$ cat src/rtl/pc_fetch_ctrl_pkg.sv
// rtl/pc_fetch_ctrl_pkg.sv - shared fetch-stage types and constants
package pc_fetch_ctrl_pkg;

  localparam int XLEN = 32;
  localparam logic [XLEN-1:0] PC_INC = 32'd4;

  typedef enum logic [1:0] {
    ST_IDLE  = 2'd0,
    ST_FETCH = 2'd1,
    ST_DRAIN = 2'd2,
    ST_FLUSH = 2'd3
  } fetch_state_e;

endpackage

$ cat src/rtl/pc_fetch_ctrl_if.sv
// rtl/pc_fetch_ctrl_if.sv - instruction memory request/response bundle
interface pc_fetch_ctrl_if;
  import pc_fetch_ctrl_pkg::*;

  logic            imem_req;
  logic [XLEN-1:0] imem_addr;
  logic            imem_ack;
  logic [XLEN-1:0] imem_rdata;

  modport master (output imem_req, output imem_addr, input imem_ack, input imem_rdata);
  modport slave  (input imem_req, input imem_addr, output imem_ack, output imem_rdata);

endinterface

$ cat src/rtl/pc_fetch_ctrl_hold_buf.sv
// rtl/pc_fetch_ctrl_hold_buf.sv - one-entry buffer for an ack that lands during a stall
module fetch_hold_buf
  import pc_fetch_ctrl_pkg::*;
(
  input  logic            clk,
  input  logic            rst_n,
  input  logic            load_i,
  input  logic            clear_i,
  input  logic [XLEN-1:0] pc_i,
  input  logic [XLEN-1:0] instr_i,
  output logic            valid_o,
  output logic [XLEN-1:0] pc_o,
  output logic [XLEN-1:0] instr_o
);

  logic            valid_q;
  logic [XLEN-1:0] pc_q;
  logic [XLEN-1:0] instr_q;

  always_ff @(posedge clk or negedge rst_n) begin
    if (!rst_n) begin
      valid_q <= 1'b0;
      pc_q    <= '0;
      instr_q <= '0;
    end else if (clear_i) begin
      valid_q <= 1'b0;
    end else if (load_i) begin
      valid_q <= 1'b1;
      pc_q    <= pc_i;
      instr_q <= instr_i;
    end
  end

  assign valid_o = valid_q;
  assign pc_o    = pc_q;
  assign instr_o = instr_q;

endmodule

$ cat src/rtl/pc_fetch_ctrl.sv
// rtl/pc_fetch_ctrl.sv - PC sequencing, redirect/drain/flush and IF/ID register
module pc_fetch_ctrl
  import pc_fetch_ctrl_pkg::*;
#(
  parameter logic [31:0] RESET_PC     = 32'h0000_0000,
  parameter int          FLUSH_CYCLES = 2
) (
  input  logic            clk,
  input  logic            rst_n,
  input  logic            pcjump,
  input  logic [XLEN-1:0] target,
  input  logic            stall,
  pc_fetch_ctrl_if.master imem,
  output logic            if_valid,
  output logic [XLEN-1:0] if_pc,
  output logic [XLEN-1:0] if_instr,
  output logic            flush,
  output logic            misalign,
  output logic [XLEN-1:0] taken_cnt
);

  fetch_state_e    state_q, state_d;
  logic [XLEN-1:0] pc_q, pc_d;
  logic            outst_q, outst_d;
  logic [XLEN-1:0] drain_addr_q, drain_addr_d;
  logic [2:0]      flush_cnt_q, flush_cnt_d;
  logic            if_valid_q, if_valid_d;
  logic [XLEN-1:0] if_pc_q, if_pc_d;
  logic [XLEN-1:0] if_instr_q, if_instr_d;
  logic [XLEN-1:0] taken_cnt_q, taken_cnt_d;

  logic            req, hold_load, hold_clear, hold_valid;
  logic [XLEN-1:0] addr, hold_pc, hold_instr;

  fetch_hold_buf u_hold (
    .clk     (clk),
    .rst_n   (rst_n),
    .load_i  (hold_load),
    .clear_i (hold_clear),
    .pc_i    (pc_q),
    .instr_i (imem.imem_rdata),
    .valid_o (hold_valid),
    .pc_o    (hold_pc),
    .instr_o (hold_instr)
  );

  always_ff @(posedge clk or negedge rst_n) begin
    if (!rst_n) begin
      state_q      <= ST_IDLE;
      pc_q         <= RESET_PC;
      outst_q      <= 1'b0;
      drain_addr_q <= '0;
      flush_cnt_q  <= '0;
      if_valid_q   <= 1'b0;
      if_pc_q      <= '0;
      if_instr_q   <= '0;
      taken_cnt_q  <= '0;
    end else begin
      state_q      <= state_d;
      pc_q         <= pc_d;
      outst_q      <= outst_d;
      drain_addr_q <= drain_addr_d;
      flush_cnt_q  <= flush_cnt_d;
      if_valid_q   <= if_valid_d;
      if_pc_q      <= if_pc_d;
      if_instr_q   <= if_instr_d;
      taken_cnt_q  <= taken_cnt_d;
    end
  end

  always_comb begin
    state_d      = state_q;
    pc_d         = pc_q;
    outst_d      = outst_q;
    drain_addr_d = drain_addr_q;
    flush_cnt_d  = flush_cnt_q;
    if_valid_d   = if_valid_q;
    if_pc_d      = if_pc_q;
    if_instr_d   = if_instr_q;
    taken_cnt_d  = taken_cnt_q;
    req          = 1'b0;
    addr         = '0;
    flush        = 1'b0;
    misalign     = 1'b0;
    hold_load    = 1'b0;
    hold_clear   = 1'b0;

    unique case (state_q)
      ST_IDLE: state_d = ST_FETCH;

      ST_FETCH: begin
        // A redirect cycle never launches a fresh request; only an in-flight one stays up.
        req  = outst_q || (!stall && !hold_valid && !pcjump);
        addr = req ? pc_q : '0;
        if (pcjump) begin
          pc_d        = {target[XLEN-1:2], 2'b00};
          flush       = 1'b1;
          misalign    = |target[1:0];
          if_valid_d  = 1'b0;
          hold_clear  = 1'b1;
          outst_d     = 1'b0;
          if (taken_cnt_q != '1) taken_cnt_d = taken_cnt_q + 1'b1;
          if (outst_q && !imem.imem_ack) begin
            state_d      = ST_DRAIN;
            drain_addr_d = pc_q;
          end else if (FLUSH_CYCLES > 1) begin
            state_d     = ST_FLUSH;
            flush_cnt_d = 3'(FLUSH_CYCLES - 2);
          end
        end else if (stall) begin
          outst_d   = req && !imem.imem_ack;
          hold_load = req && imem.imem_ack;
        end else begin
          outst_d = req && !imem.imem_ack;
          if (hold_valid) begin
            if_valid_d = 1'b1;
            if_pc_d    = hold_pc;
            if_instr_d = hold_instr;
            pc_d       = pc_q + PC_INC;
            hold_clear = 1'b1;
          end else if (req && imem.imem_ack) begin
            if_valid_d = 1'b1;
            if_pc_d    = pc_q;
            if_instr_d = imem.imem_rdata;
            pc_d       = pc_q + PC_INC;
          end else begin
            if_valid_d = 1'b0;
          end
        end
      end

      ST_DRAIN: begin
        req   = 1'b1;
        addr  = drain_addr_q;
        flush = 1'b1;
        if (imem.imem_ack) begin
          if (FLUSH_CYCLES > 1) begin
            state_d     = ST_FLUSH;
            flush_cnt_d = 3'(FLUSH_CYCLES - 2);
          end else begin
            state_d = ST_FETCH;
          end
        end
      end

      ST_FLUSH: begin
        flush = 1'b1;
        if (flush_cnt_q == 3'd0) state_d = ST_FETCH;
        else flush_cnt_d = flush_cnt_q - 3'd1;
      end

      default: state_d = ST_IDLE;
    endcase
  end

  assign imem.imem_req  = req;
  assign imem.imem_addr = addr;
  assign if_valid       = if_valid_q;
  assign if_pc          = if_pc_q;
  assign if_instr       = if_instr_q;
  assign taken_cnt      = taken_cnt_q;

endmodule
$ cat src/flat_wrapper.sv
// flat-port wrapper written by rule: the top's interface ports become plain ports
module pc_fetch_ctrl_flat import pc_fetch_ctrl_pkg::*;
#(
  parameter logic [31:0] RESET_PC     = 32'h0000_0000,
  parameter int          FLUSH_CYCLES = 2
)
  (clk, rst_n, pcjump, target, stall, if_valid, if_pc, if_instr, flush, misalign, taken_cnt, imem_imem_req, imem_imem_addr, imem_imem_ack, imem_imem_rdata);
  pc_fetch_ctrl_if imem_i ();
  input  logic clk;
  input  logic rst_n;
  input  logic pcjump;
  input  logic [XLEN-1:0] target;
  input  logic stall;
  output logic if_valid;
  output logic [XLEN-1:0] if_pc;
  output logic [XLEN-1:0] if_instr;
  output logic flush;
  output logic misalign;
  output logic [XLEN-1:0] taken_cnt;
  output wire logic [$bits(imem_i.imem_req)-1:0] imem_imem_req;
  output wire logic [$bits(imem_i.imem_addr)-1:0] imem_imem_addr;
  input wire logic [$bits(imem_i.imem_ack)-1:0] imem_imem_ack;
  input wire logic [$bits(imem_i.imem_rdata)-1:0] imem_imem_rdata;
  assign imem_imem_req = imem_i.imem_req;
  assign imem_imem_addr = imem_i.imem_addr;
  assign imem_i.imem_ack = imem_imem_ack;
  assign imem_i.imem_rdata = imem_imem_rdata;
  pc_fetch_ctrl #(.RESET_PC(RESET_PC), .FLUSH_CYCLES(FLUSH_CYCLES)) u_core (.clk(clk), .rst_n(rst_n), .pcjump(pcjump), .target(target), .stall(stall), .imem(imem_i), .if_valid(if_valid), .if_pc(if_pc), .if_instr(if_instr), .flush(flush), .misalign(misalign), .taken_cnt(taken_cnt));
endmodule
$ cat config.mk
export PLATFORM = sky130hd
export DESIGN_NAME = pc_fetch_ctrl_flat
export DESIGN_NICKNAME = d
export VERILOG_FILES = /design/src/rtl/pc_fetch_ctrl_pkg.sv /design/src/rtl/pc_fetch_ctrl_if.sv /design/src/rtl/pc_fetch_ctrl_hold_buf.sv /design/src/rtl/pc_fetch_ctrl.sv /design/src/flat_wrapper.sv
export SDC_FILE = /design/constraint.sdc
export NUM_CORES = 1
export LEC_CHECK = 0
export ABC_AREA = 1
export CORE_UTILIZATION = 57
export CTS_CLUSTER_DIAMETER = 40
export DETAILED_ROUTE_END_ITERATION = 10
export PLACE_DENSITY = 0.93
export REMOVE_ABC_BUFFERS = 1
export SLEW_MARGIN = 20
export SYNTH_ARGS = -nofsm -noshare
export SYNTH_HDL_FRONTEND = slang
export SYNTH_SLANG_ARGS = --single-unit
export TNS_END_PERCENT = 10
$ cat constraint.sdc
create_clock -name clk -period 3.6 [get_ports clk]
set_clock_uncertainty 0.2 [all_clocks]
set_input_delay 0.36 -clock clk [delete_from_list [all_inputs] [get_ports clk]]
set_output_delay 0.36 -clock clk [all_outputs]
set_load 0.02 [all_outputs]
==> results of run 1 <==
-- kinds of logic (layout without fill, tap and decap cells) --
group | Yosys count | after routing | synth area share, %
compound gates | 285 | 285 | 12.4
xor+xnor | 23 | 23 | 1.73
fa+ha+maj | 8 | 8 | 0.862
buf+inv | 179 | 366 | 6.95
flops | 224 | 224 | 48.3
other cells | 1 | 4 | 0.0323
simple gates | 849 | 849 | 29.7
-- tightest hold or removal path, cell delays in order --
cell and delay, ns:
clkdlybuf4s50_1 0.39, inv_1 0.06, o21ai_0 0.08
-- power by group through the flow --
stage | Combinational, mW | Sequential (mW) | Clock, mW
5_1_grt | 5.07 | 4.47 | 3.26
3_5_place_dp | 4.48 | 4.33 | 0
4_1_cts | 4.55 | 4.33 | 3.15
2_1_floorplan | 2.25 | 4.63 | 0
6_report | 4.58 | 4.36 | 3.13
3_3_place_gp | 4.32 | 4.29 | 0
-- cells in the mapped netlist (5+ instances only) --
library cell,count
nand3_1,76
buf_6,13
dfrtp_1,224
nand2_1,593
inv_2,5
o21ai_1,48
buf_1,6
o21ai_0,195
nor2_1,136
a21oi_1,35
ha_1,8
nand4_1,5
nand3b_1,12
xnor2_1,8
xor2_1,15
nand2_2,8
clkbuf_1,42
buf_2,14
inv_1,94
-- sequential cells by signal, summed over array words and instances (netlist names), 2 cells and up --
register,cells
u_core.u_hold.pc_o,30
u_core.drain_addr_q,30
u_core.u_hold.instr_o,32
u_core.flush_cnt_q,3
u_core.state_q,2
u_core.if_instr,32
u_core.pc_q,30
u_core.taken_cnt,32
u_core.if_pc,30
-- metal layers --
layer  vias to the layer above  track usage, %  wire length, microns
met4                         0            13.4                   992
met1                      5128            38.9                 12700
li1                       5321               -                     -
met5                         -               0                     0
met3                        98            4.90                  2520
met2                       535            49.7                 15100
-- what timing repair did --
| action | CTS | global route |
|---|---|---|
| setup buffers | 0 | 0 |
| endpoints found under the setup margin | 0 | 31 |
| gates resized for setup | 0 | 1 |
| hold endpoints to repair | 94 | 0 |
| hold buffers | 1 | 0 |
-- layout by cell type (no fill, tap or decap), drive strengths merged, types with 5 or more instances in the layout --
master and instances:
clkinv 9, nand3 77, dfrtp 224, ha 8, nand4 5, clkbuf 38, o21ai 245, bufinv 5
inv 100, xnor2 8, nor2 143, xor2 15, buf 15, nand3b 12, a21oi 36, clkdlybuf4s50 195
nand2 604
-- layout make-up --
class	count	area [sq um]	area share [%]
Clock buffer	38	832	5.64
Clock inverter	17	238	1.61
Inverter	100	385	2.61
Multi-Input combinational cell	1169	5230	35.4
Sequential cell	224	5610	38.0
Tap cell	265	332	2.25
Timing Repair Buffer	211	2130	14.5
-- final timing paths --
path                                   startpoint                        to  depth (start not counted)
min                            imem_imem_rdata[8]  u_core.u_hold.instr_o[8]                          3
min reg2reg                u_core.u_hold.pc_o[13]    u_core.u_hold.pc_o[13]                          2
max reg2reg                 u_core.u_hold.valid_o           u_core.pc_q[24]                          8
min in group asynchronous                   rst_n           u_core.if_pc[8]                          2
max                             u_core.state_q[0]        imem_imem_addr[17]                          5
max in group asynchronous                   rst_n      u_core.taken_cnt[15]                          3
-- through the flow --
step | setup TNS (ns) | std cells | power [mW]
after floorplan | -15.37 | 1493 | 6.88
after global placement | 0 | 1968 | 8.60
after detailed placement | 0 | 1968 | 8.82
after CTS | 0 | 2024 | 12.0
after global routing | -0.665 | 2024 | 12.8
final | -0.378 | 2024 | 12.1
==> impl_metrics.yaml, run 1 <==
outcome:
  status: "finished, violations left"
  violations: "setup timing"
floorplan:
  ios: 201
  dieWidth_microns: 145
  coreArea_sq_mm: 0.0197
  num_rows: 51
  die_h_microns: 145
  initial_core_util_pct: 58.9
  dieArea_sq_mm: 0.0209
setup_path:
  path_cells: "inv_1 -> ha_1 -> clkinvlp_4 -> a21oi_1 -> clkdlybuf4s50_1"
  start_kind: "flop"
  r2r_slack_ns: 1.12
  crit_required_ns: 3.04
  critPathSlowestCell: "clkdlybuf4s50_1"
  arrival_ns: 3.13
  cp-end-kind: "output port"
  max_stage_delay_ns: 0.68
  cp_max_fo: 32
  worst-setup-path-type: "flop to output port"
  cpLargestDelayFamily: "buffers and inverters"
  crit_buf_inv: 3
clock_tree:
  clkLatencyLatePin_ns: 0.54
  htreeDepth: 1
  clock_sinks: 224
  cts_made_buffers: 31
  cts_root_buffer: "clkbuf_16"
  clkTransAtPathRegs_ns: 0.05
  clockBufferDepth: 3
  cts_tree: "done"
drt:
  drtPass1Iterations: 6
  via_count: 11100
  wl_per_cell_microns: 15.5
  dr.first_iter.drc_count: 1067
  vias_per_cell: 5.48
  final_antenna_net_count: 0
  drc_errors: 0
  routed_wl_mm: 31.3
cells_and_area:
  nFillCells: 1433
  fin_nets: 1814
  syn_to_final_growth_pct: 27.0
  drive_gt1_share_pct: 5.69
  antenna_cells: 0
  final_cell_area_sq_mm: 0.0148
  final_util_pct: 74.8
placed_design:
  gp_congestion: 0.929
  dp_hpwl_mm: 20.4
  portBuffers: 196
  dpl_worst_slack_ns: 0.506
  place_area_sq_mm: 0.0137
synth:
  yosysWarnings: 0
  synth-edff-count: 0
  ys_ff_latch: 224
  synth.distinct_cells: 36
  synth_async_sr_flop_share_pct: 100
  synth_area_leaders: "dfrtp_1 48%, nand2_1 19%, o21ai_0 8.4%"
  post_synth_inst_count: 1569
  netlist_area_sq_mm: 0.0116
  yosys_most_used_dff: "dfrtp_1"
  synth_top_area_cell: "dfrtp_1"
  ys_seq_area_share_pct: 48.3
  synth_top_area_share_pct: 48.3
  avgSynthCellArea_sq_um: 7.40
sta:
  tightest_slew_ns: 0.788
  fin_ws_ns: -0.0902
  setup_viol: 9
  rsz0062_at_grt: "true"
  fin_hold_ws_ns: 0.197
  slew_headroom_pct: 47.4
  hold_viol_final: 0
  maxSlewViolCount: 0
  min_period_ns: 3.69
  clock.fmax_mhz: 271
  post-route-period-util_pct: 103
pwr:
  power.share.combinational_pct: 38.0
  clkPwrFrac_pct: 25.9
  switchingPower_mw: 4.74
  intPower_mw: 7.32
  leakage_nw: 6.88
  seqPwrFrac_pct: 36.1
  powerDensity_mw_per_mm2: 818
  p_sw_share_pct: 39.3
  vdd_drop_max_mv: 0.576
grt:
  grt_overflow: 0
  grt_pass1_vias: 10400
  grt_use_total_pct: 30.0
  grt_pass1_wl_mm: 49.9
  grt_max_degree: 98
  antenna_found_initial: 0
worst_hold_path:
  min-delay-path-class: "primary input to flop"
flow_run:
  max-cap-violations: 0
(Power assumes the default switching activity.)
==> run 2: changes to the inputs <==
--- a/config.mk
+++ b/config.mk
@@ -7,6 +7,7 @@
 export LEC_CHECK = 0
 export ABC_AREA = 1
 export CORE_UTILIZATION = 57
+export CTS_BUF_LIST = sky130_fd_sc_hd__clkbuf_8
 export CTS_CLUSTER_DIAMETER = 40
 export DETAILED_ROUTE_END_ITERATION = 10
 export PLACE_DENSITY = 0.93
==> run 2 against run 1 <==
  * The flow still finishes with violations (setup timing)
  * Wire length decreased by 2.5%
  * Non-clock buffer count unchanged
  * Sequential share of layout area is 0.77 points higher
  * Cell area decreased by 2.0%
  * Cell count rose by 0.69%
  * Via count is 0.42% lower
  * Critical endpoint is now imem_imem_addr[19]
  * Flip-flop and latch count unchanged
  * Critical path type unchanged
  * First-iteration DRC count rose by 5.0%
  * Combinational power barely moved
==> impl_metrics.yaml, run 2 (synthesis gave the netlist of run 1 again) <==
floorplan:
  dieArea_sq_mm: 0.0209
  initial_core_util_pct: 58.9
  ios: 201
  num_rows: 51
  die_h_microns: 145
  dieWidth_microns: 145
  coreArea_sq_mm: 0.0197
clock_tree:
  htreeDepth: 2
  clockBufferDepth: 3
  clkTransAtPathRegs_ns: 0.06
  clock_sinks: 224
  cts_tree: "done"
  cts_made_buffers: 39
  cts_root_buffer: "clkbuf_8"
  clkLatencyLatePin_ns: 0.54
drt:
  vias_per_cell: 5.42
  via_count: 11000
  dr.first_iter.drc_count: 1120
  wl_per_cell_microns: 15.0
  drc_errors: 0
  routed_wl_mm: 30.5
  final_antenna_net_count: 0
  drtPass1Iterations: 6
grt:
  grt_overflow: 0
  top_usage_layer: "met2"
  grt_use_total_pct: 29.6
  use_met3_pct: 5.43
  grt_pass1_vias: 10100
  grt_max_degree: 98
  grt_pass1_wl_mm: 49.0
  use_met1_pct: 38.7
  antenna_found_initial: 1
  use_met2_pct: 48.4
sta:
  setup_viol: 3
  post-route-period-util_pct: 101
  slew_headroom_pct: 49.2
  rsz0062_at_grt: "true"
  fin_hold_ws_ns: 0.223
  maxSlewViolCount: 0
  min_period_ns: 3.65
  fin_ws_ns: -0.0465
  clock.fmax_mhz: 274
  tightest_slew_ns: 0.762
  hold_viol_final: 0
setup_path:
  start_kind: "flop"
  cp-end-kind: "output port"
  path_cells: "inv_1 -> ha_1 -> clkinvlp_4 -> a21oi_1 -> clkdlybuf4s50_1"
  arrival_ns: 3.09
  max_stage_delay_ns: 0.68
  critPathSlowestCell: "clkdlybuf4s50_1"
  crit_required_ns: 3.04
  cp_max_fo: 32
  worst-setup-path-type: "flop to output port"
placed_design:
  dpl_worst_slack_ns: 0.506
  dp_hpwl_mm: 20.4
  gp_congestion: 0.929
  portBuffers: 196
  place_area_sq_mm: 0.0137
outcome:
  status: "finished, violations left"
  violations: "setup timing"
cells_and_area:
  final_cell_area_sq_mm: 0.0145
  layout_common_cells: "593 x nand2_1, 224 x dfrtp_1, 195 x o21ai_0, 195 x clkdlybuf4s50_1, 136 x nor2_1"
  multi_input_area_sq_mm: 0.00523
  syn_to_final_growth_pct: 24.5
  drive_gt1_share_pct: 5.98
  fin_nets: 1822
  nFillCells: 1471
  regArea_sq_mm: 0.00561
  layout.cells.most_common: "nand2_1"
worst_hold_path:
  min-delay-path-class: "primary input to flop"
pwr:
  powerDensity_mw_per_mm2: 772
  power.total_mw: 11.2
  vdd_drop_max_mv: 0.585
  leakage_nw: 6.80
flow_run:
  max-cap-violations: 0
-- run 2: changes by cell type in the layout (fill, tap and decap cells not counted) --
cell	change
diode_2	+1
clkbuf_1	-4
clkinv_4	-4
inv_6	-1
inv_1	+11
bufinv_16	-5
clkbuf_16	-31
clkbuf_8	+47
-- run 2: where the power goes --
part,switching [mW],internal (mW)
combinational,2.78,1.77
sequential,0.783,3.56
clock,1.03,1.25
total,4.59,6.57
-- run 2: final cells by class --
cell class,instances,share of cell area (%)
well taps,265,2.29
diodes,1,0.0173
clock inverters,18,0.589
multi-input cells,1169,36.2
repair buffers,211,14.7
flip-flops and latches,224,38.8
clock buffers,50,4.76
inverters,100,2.67
-- run 2: critical path: cells and delay by family, from the launching register on --
kind	cells	cell delay, ns
buffers and inverters	3	1.30
AO/OA/AOI/OAI	1	0.51
flip-flops	1	0.37
adder cells (fa/ha/maj)	1	0.34
-- run 2: repair_timing --
action	4_1_cts	5_1_grt
gates resized for setup	0	1
endpoints found under the hold margin	94	0
hold buffers	1	0
buffers inserted	0	0
endpoints found under the setup margin	0	31
-- run 2: path summary, 6_finish.rpt --
kind	startpoint	end	slack, ns	cells after the start
worst max-delay path	u_core.state_q[0]	imem_imem_addr[19]	-0.05	5
worst min-delay path	imem_imem_rdata[12]	u_core.u_hold.instr_o[12]	0.22	3
worst max register to register	u_core.u_hold.valid_o	u_core.pc_q[19]	1.12	8
worst min register to register	u_core.u_hold.instr_o[7]	u_core.u_hold.instr_o[7]	0.28	2
max in group asynchronous	rst_n	u_core.if_instr[11]	1.98	3
min in group asynchronous	rst_n	u_core.if_pc[2]	0.24	2
-- run 2: routing by layer --
metal / wire length (microns) / vias up / part of all wire (%)
li1: - / 5347 / -
met1: 12700 / 5108 / 42
met2: 14500 / 491 / 48
met3: 2280 / 90 / 7.5
met4: 1030 / 0 / 3.4
met5: 0 / - / 0
-- run 2: metrics by stage --
step                      setup TNS, ns  util (%)  cells
final                           -0.0895      73.3   2038
after global routing             -0.723      73.3   2038
after CTS                             0      73.3   2037
after detailed placement              0      69.3   1968
after global placement                0      69.3   1968
after floorplan                  -15.37         -   1493
